## config.mk

```make
export PLATFORM = sky130hd
export DESIGN_NAME = aes_inv
export DESIGN_NICKNAME = d
export VERILOG_FILES = /design/src/rtl/aes_pkg.sv /design/src/rtl/aes_inv_mixcol.sv /design/src/rtl/aes_inv.sv
export SDC_FILE = /design/constraint.sdc
export NUM_CORES = 1
export LEC_CHECK = 0
export BUFFER_PORTS_ARGS = -buffer_cell sky130_fd_sc_hd__buf_2
export CAP_MARGIN = 25
export CORE_MARGIN = 10
export CORE_UTILIZATION = 62
export DETAILED_ROUTE_END_ITERATION = 10
export PLACE_DENSITY_LB_ADDON = 0.15
export SLEW_MARGIN = 20
export SYNTH_ARGS = -nofsm -noshare
export SYNTH_HDL_FRONTEND = slang
export SYNTH_SLANG_ARGS = --single-unit
```

## constraint.sdc

```tcl
create_clock -name clk -period 3.4 [get_ports clk]
set_input_delay 0.51 -clock clk [delete_from_list [all_inputs] [get_ports clk]]
set_output_delay 0.51 -clock clk [all_outputs]
set_load 0.1 [all_outputs]
```

## src/rtl/aes_pkg.sv

```systemverilog
// aes_pkg: FSM encoding, GF(2^8) constant, and xtime-based multiply helpers for the inverse AES round.
package aes_pkg;
  typedef enum logic [1:0] {IDLE, S_MIX, S_SHIFT} state_e;
  localparam logic [7:0] GF_POLY = 8'h1B;
  function automatic logic [7:0] xtime(input logic [7:0] b);
    return {b[6:0], 1'b0} ^ (b[7] ? GF_POLY : 8'h00);
  endfunction
  function automatic logic [7:0] x9(input logic [7:0] b);
    return xtime(xtime(xtime(b))) ^ b;
  endfunction
  function automatic logic [7:0] xb(input logic [7:0] b);
    return xtime(xtime(xtime(b))) ^ xtime(b) ^ b;
  endfunction
  function automatic logic [7:0] xd(input logic [7:0] b);
    return xtime(xtime(xtime(b))) ^ xtime(xtime(b)) ^ b;
  endfunction
  function automatic logic [7:0] xe(input logic [7:0] b);
    return xtime(xtime(xtime(b))) ^ xtime(xtime(b)) ^ xtime(b);
  endfunction
  // Row r of the column-major state rotates right by r columns.
  function automatic logic [127:0] inv_shift_rows(input logic [127:0] s);
    logic [127:0] o;
    o = '0;
    for (int c = 0; c < 4; c++)
      for (int r = 0; r < 4; r++)
        o[127-8*(4*c+r) -: 8] = s[127-8*(4*((c-r+4)%4)+r) -: 8];
    return o;
  endfunction
endpackage

```

## src/rtl/aes_inv_mixcol.sv

```systemverilog
// aes_inv_mixcol: combinational InvMixColumns on one 32-bit column (row 0 in the top byte).
module aes_inv_mixcol
  import aes_pkg::*;
(
  input  logic [31:0] col_i,
  output logic [31:0] col_o
);
  logic [7:0] a0, a1, a2, a3;
  assign {a0, a1, a2, a3} = col_i;
  assign col_o = {xe(a0) ^ xb(a1) ^ xd(a2) ^ x9(a3),
                  x9(a0) ^ xe(a1) ^ xb(a2) ^ xd(a3),
                  xd(a0) ^ x9(a1) ^ xe(a2) ^ xb(a3),
                  xb(a0) ^ xd(a1) ^ x9(a2) ^ xe(a3)};
endmodule

```

## src/rtl/aes_inv.sv

```systemverilog
// aes_inv: one inverse AES round (InvMixColumns, InvShiftRows, AddRoundKey), one stage per clock.
// Defining AES_INV_LAST_ROUND_EN adds a 'last' input that bypasses InvMixColumns.
module aes_inv
  import aes_pkg::*;
(
  input  logic         clk,
  input  logic         rst,
  input  logic         valid,
`ifdef AES_INV_LAST_ROUND_EN
  input  logic         last,
`endif
  input  logic [127:0] matrix1,
  input  logic [127:0] matrix2,
  output logic [1:0]   count,
  output logic [127:0] matrix3,
  output logic         busy,
  output logic         done
);
  state_e       state_q, state_d;
  logic [1:0]   count_q, count_d;
  logic [127:0] matrix3_q, matrix3_d, key_q, key_d, mix, load;
  logic         busy_q, busy_d, done_q, done_d;
  for (genvar c = 0; c < 4; c++) begin : g_col
    aes_inv_mixcol u_mix (.col_i(matrix1[127-32*c -: 32]), .col_o(mix[127-32*c -: 32]));
  end
`ifdef AES_INV_LAST_ROUND_EN
  assign load = last ? matrix1 : mix;
`else
  assign load = mix;
`endif
  always_comb begin
    state_d   = state_q;
    count_d   = count_q;
    matrix3_d = matrix3_q;
    key_d     = key_q;
    busy_d    = busy_q;
    done_d    = 1'b0;
    case (state_q)
      IDLE: if (valid) begin
        key_d     = matrix2;
        matrix3_d = load;
        count_d   = 2'd1;
        busy_d    = 1'b1;
        state_d   = S_MIX;
      end
      S_MIX: begin
        matrix3_d = inv_shift_rows(matrix3_q);
        count_d   = 2'd2;
        state_d   = S_SHIFT;
      end
      S_SHIFT: begin
        matrix3_d = matrix3_q ^ key_q;
        count_d   = 2'd3;
        done_d    = 1'b1;
        busy_d    = 1'b0;
        state_d   = IDLE;
      end
      default: state_d = IDLE;
    endcase
  end
  always_ff @(posedge clk) begin
    if (rst) begin
      state_q   <= IDLE;
      count_q   <= '0;
      matrix3_q <= '0;
      key_q     <= '0;
      busy_q    <= 1'b0;
      done_q    <= 1'b0;
    end else begin
      state_q   <= state_d;
      count_q   <= count_d;
      matrix3_q <= matrix3_d;
      key_q     <= key_d;
      busy_q    <= busy_d;
      done_q    <= done_d;
    end
  end
  assign count   = count_q;
  assign matrix3 = matrix3_q;
  assign busy    = busy_q;
  assign done    = done_q;
endmodule

```

==> summary.md <==
| Metric | Value |
|---|---|
| H-tree Lvls | 1 |
| Synthesized area | between 0.02 and 0.025 mm^2 |
| Syn_area_per_cell | 8.82 um^2 |
| Yosys top cell by area | dfxtp_1 |
| Final HPWL DP | slightly below 60000 um |
| Largest net degree at the start of global routing | 108 |
| Die W | between 200 and 250 um |
| Aggregate global-route resource usage | 0.349 |
| Post-route cell area | around 0.024 mm^2 |
| Vias per cell | around 6 |
| Area contributors post-synth | dfxtp_1 25%, xnor2_1 20%, xnor3_1 13% |
| DP Area | between 0.02 and 0.025 mm^2 |
| Row count | 66 |
| Post-synth top flop | dfxtp_1 |
| IO Port Bufs | 390 |
| Postcts setup bufs | 0 |
| Post-layout nets | around 2900 |
| Crit path time final | 2.76 ns |
| Number of synthesized flops with an enable pin | 0 |
| Max_cap viols | 0 |
| Asr flop ratio synth | 0 |
| Max Clock Skew | around 0.022 ns |
| Die Height | just over 200 um |
| Num CTS Buffers | 29 |
| Clk slew on worst S/H paths | about 0.060 ns |
| Slew headroom | 0.439 |
| Layout area overhead | 14.8% |
| Routed len/inst | 24.7 um |
| Share of cells above drive strength 1 | 0.192 |
| Area share of the largest cell type after synthesis | 0.253 |
| Crit-path max FO | 69 |
| Initial antenna violation count | 1 |
| Final Setup Violations | 0 |
| Leak pwr | roughly 10 nW |
| Vias | 18500 |
| Hold Crit Class | in2reg |
| Post-Place Setup Slack | between 0.6 and 0.7 ns |
| DRC | 0 |
| Gate Count Post-Synth | 2351 |
| First-pass GRT wire length | about 110000 um |
| DRT antenna net count | 0 |
| RSZ-0062 raised after global routing | no |
| Grt total ovfl | 0 |
| Sequential-to-total area share from yosys stat | 0.253 |
| Drt pass-1 iters | 6 |
| Yosys cell types | 50 |
| CP Data Required Time | 3.85 ns |
| Final Cycle Share | 0.811 |
| Cts hold-fix bufs | 0 |
| Post-route worst setup slack | approximately 0.64 ns |
| Final GP Congestion | roughly 0.95 |
| CP Data Arrival Time | approximately 3.2 ns |
| CTS root buffer | clkbuf_16 |
| Clock Path Buffers | 3 |
| CP Class | reg2reg |
| Vias in the first global route | 18100 |
| Post-synthesis register bit count | approximately 260 |
| Final Hold Violating Endpoints | 0 |
| Slew @ Worst Pin | approximately 0.84 ns |
| Post_cts resized | 0 |
| Pwr/cell area | 761 mW/mm^2 |
| Crit start category | flip-flop |
| CP Capture Type | flip-flop |
| Syn Nets | roughly 2600 |
| Core area | about 0.033 mm^2 |
| I/O pins | about 390 |
| VDD IR max | ~0.00056 V |
| Setup TNS | 0 ns |
| TritonCTS clock tree | yes |
| Initial Utilization | 0.632 |
| Final Routed Wirelength | about 76000 um |
| Highest clock rate | 363 MHz |
| Max-slew violation count | 0 |
| 1st-iter DRT viols | between 2000 and 3000 |
| Clock latency on the worst-skew pair | 0.56 ns |
| Status | complete, no violations |
| Sink Count | between 200 and 300 |
| Synth warn | 0 |
| DIE AREA | slightly above 0.04 mm^2 |
-- metrics by stage --
stage | power (W) | util | cells | hold WS [ns]
global route | 0.0186 | 0.725 | 3066 | 0.182
floorplan | 0.0119 | - | 2351 | 0.441
detailed placement | 0.0144 | 0.693 | 3013 | 0.456
global placement | 0.0143 | 0.693 | 3013 | 0.450
finish | 0.0181 | 0.725 | 3066 | 0.184
CTS | 0.0179 | 0.725 | 3065 | 0.175
-- cells by family (layout without fill, tap and decap cells) --
kind of cell,Yosys count,after routing,share of synthesized area
buffers and inverters,214,486,0.0438
adders and majority gates,5,5,0.00302
other,0,1,0
and+or+nand+nor,506,506,0.0986
AOI/OAI and AO/OA,522,522,0.150
DFF,262,262,0.253
xor gates and xnor gates,840,840,0.450
muxes,2,2,0.000966
-- routing by layer --
| layer | GRT usage | up-vias | share of wire |
|---|---|---|---|
| li1 | - | 8338 | - |
| met4 | 0.134 | 0 | 0.042 |
| met2 | 0.555 | 1191 | 0.46 |
| met5 | 0 | - | 0 |
| met3 | 0.0761 | 171 | 0.11 |
| met1 | 0.455 | 8838 | 0.39 |
-- flip-flops by register name, indices dropped and copies added, names as in the netlist --
| signal | count |
|---|---|
| state_q | 2 |
| count | 2 |
| key_q | 128 |
| done | 1 |
| matrix3 | 128 |
| busy | 1 |
-- critical path: stages (launching register included) --
cell and delay [ns]:
dfxtp_1 0.45, inv_1 0.16, ha_4 0.21, nand2_4 0.06
buf_4 0.58, buf_4 0.78, nand2_1 0.13, a21oi_1 0.23
-- power breakdown --
part | leakage (nW) | internal [W] | total [W] | switching [W]
clock | 0.520 | 0.00216 | 0.00352 | 0.00136
sequential | 2.16 | 0.00358 | 0.00437 | 0.000785
combinational | 7.62 | 0.00343 | 0.0102 | 0.00678
total | 10.3 | 0.00917 | 0.0181 | 0.00892
-- final timing paths --
kind | slack, ns | endpoint | startpoint | cells past startpoint
setup / recovery | 0.64 | key_q[104]$_SDFFE_PP0P_ | state_q[0]$_SDFFE_PP0P_ | 7
hold / removal | 0.18 | key_q[95]$_SDFFE_PP0P_ | matrix2[95] | 3
setup reg to reg | 0.64 | key_q[104]$_SDFFE_PP0P_ | state_q[0]$_SDFFE_PP0P_ | 7
hold reg to reg | 0.47 | key_q[95]$_SDFFE_PP0P_ | key_q[95]$_SDFFE_PP0P_ | 2
-- layout by cell type (no fill, tap or decap), types with 6 or more instances in the layout --
cell type,Yosys,layout
buf_4,6,31
inv_1,10,10
nand3b_1,6,6
o32ai_1,7,7
clkbuf_8,0,7
a22oi_1,59,59
o211ai_1,19,19
clkbuf_16,0,29
dfxtp_1,262,262
a211oi_1,15,15
o21ai_0,118,118
nor3_1,12,12
nor2b_1,18,17
a31oi_1,15,15
xnor2_1,484,484
xnor3_1,117,117
xnor2_2,10,10
a221o_1,15,15
xor2_1,210,210
a21oi_1,236,235
bufinv_16,0,6
buf_2,34,389
nor2_1,80,79
a221oi_1,7,7
nand2_1,372,371
a222oi_1,17,17
xor3_1,9,9
-- cell usage after synthesis, types with 6 or more instances --
library cell and number:
dfxtp_1 262, o32ai_1 7, a221o_1 15, xor2_1 210, nor2_1 80, buf_2 34
xnor3_1 117, xnor2_1 484, a22oi_1 59, nand2_1 372, a211oi_1 15, o21ai_0 118
nor3_1 12, o211ai_1 19, a31oi_1 15, a222oi_1 17, clkbuf_1 143, buf_1 14
nand3b_1 6, xor3_1 9, a221oi_1 7, inv_1 10, a21oi_1 236, buf_4 6
nor2b_1 18, xnor2_2 10
-- final cells by class --
type	count	area, um^2
timing repair buffer	423	2230
fill	2595	9000
clock inverter	13	243
antenna	1	2.50
sequential	262	5250
tap	442	553
inverter	11	41.3
clock buffer	39	823
multi-input combinational	1875	14600
Note: power is estimated with default switching activity, not from simulation.
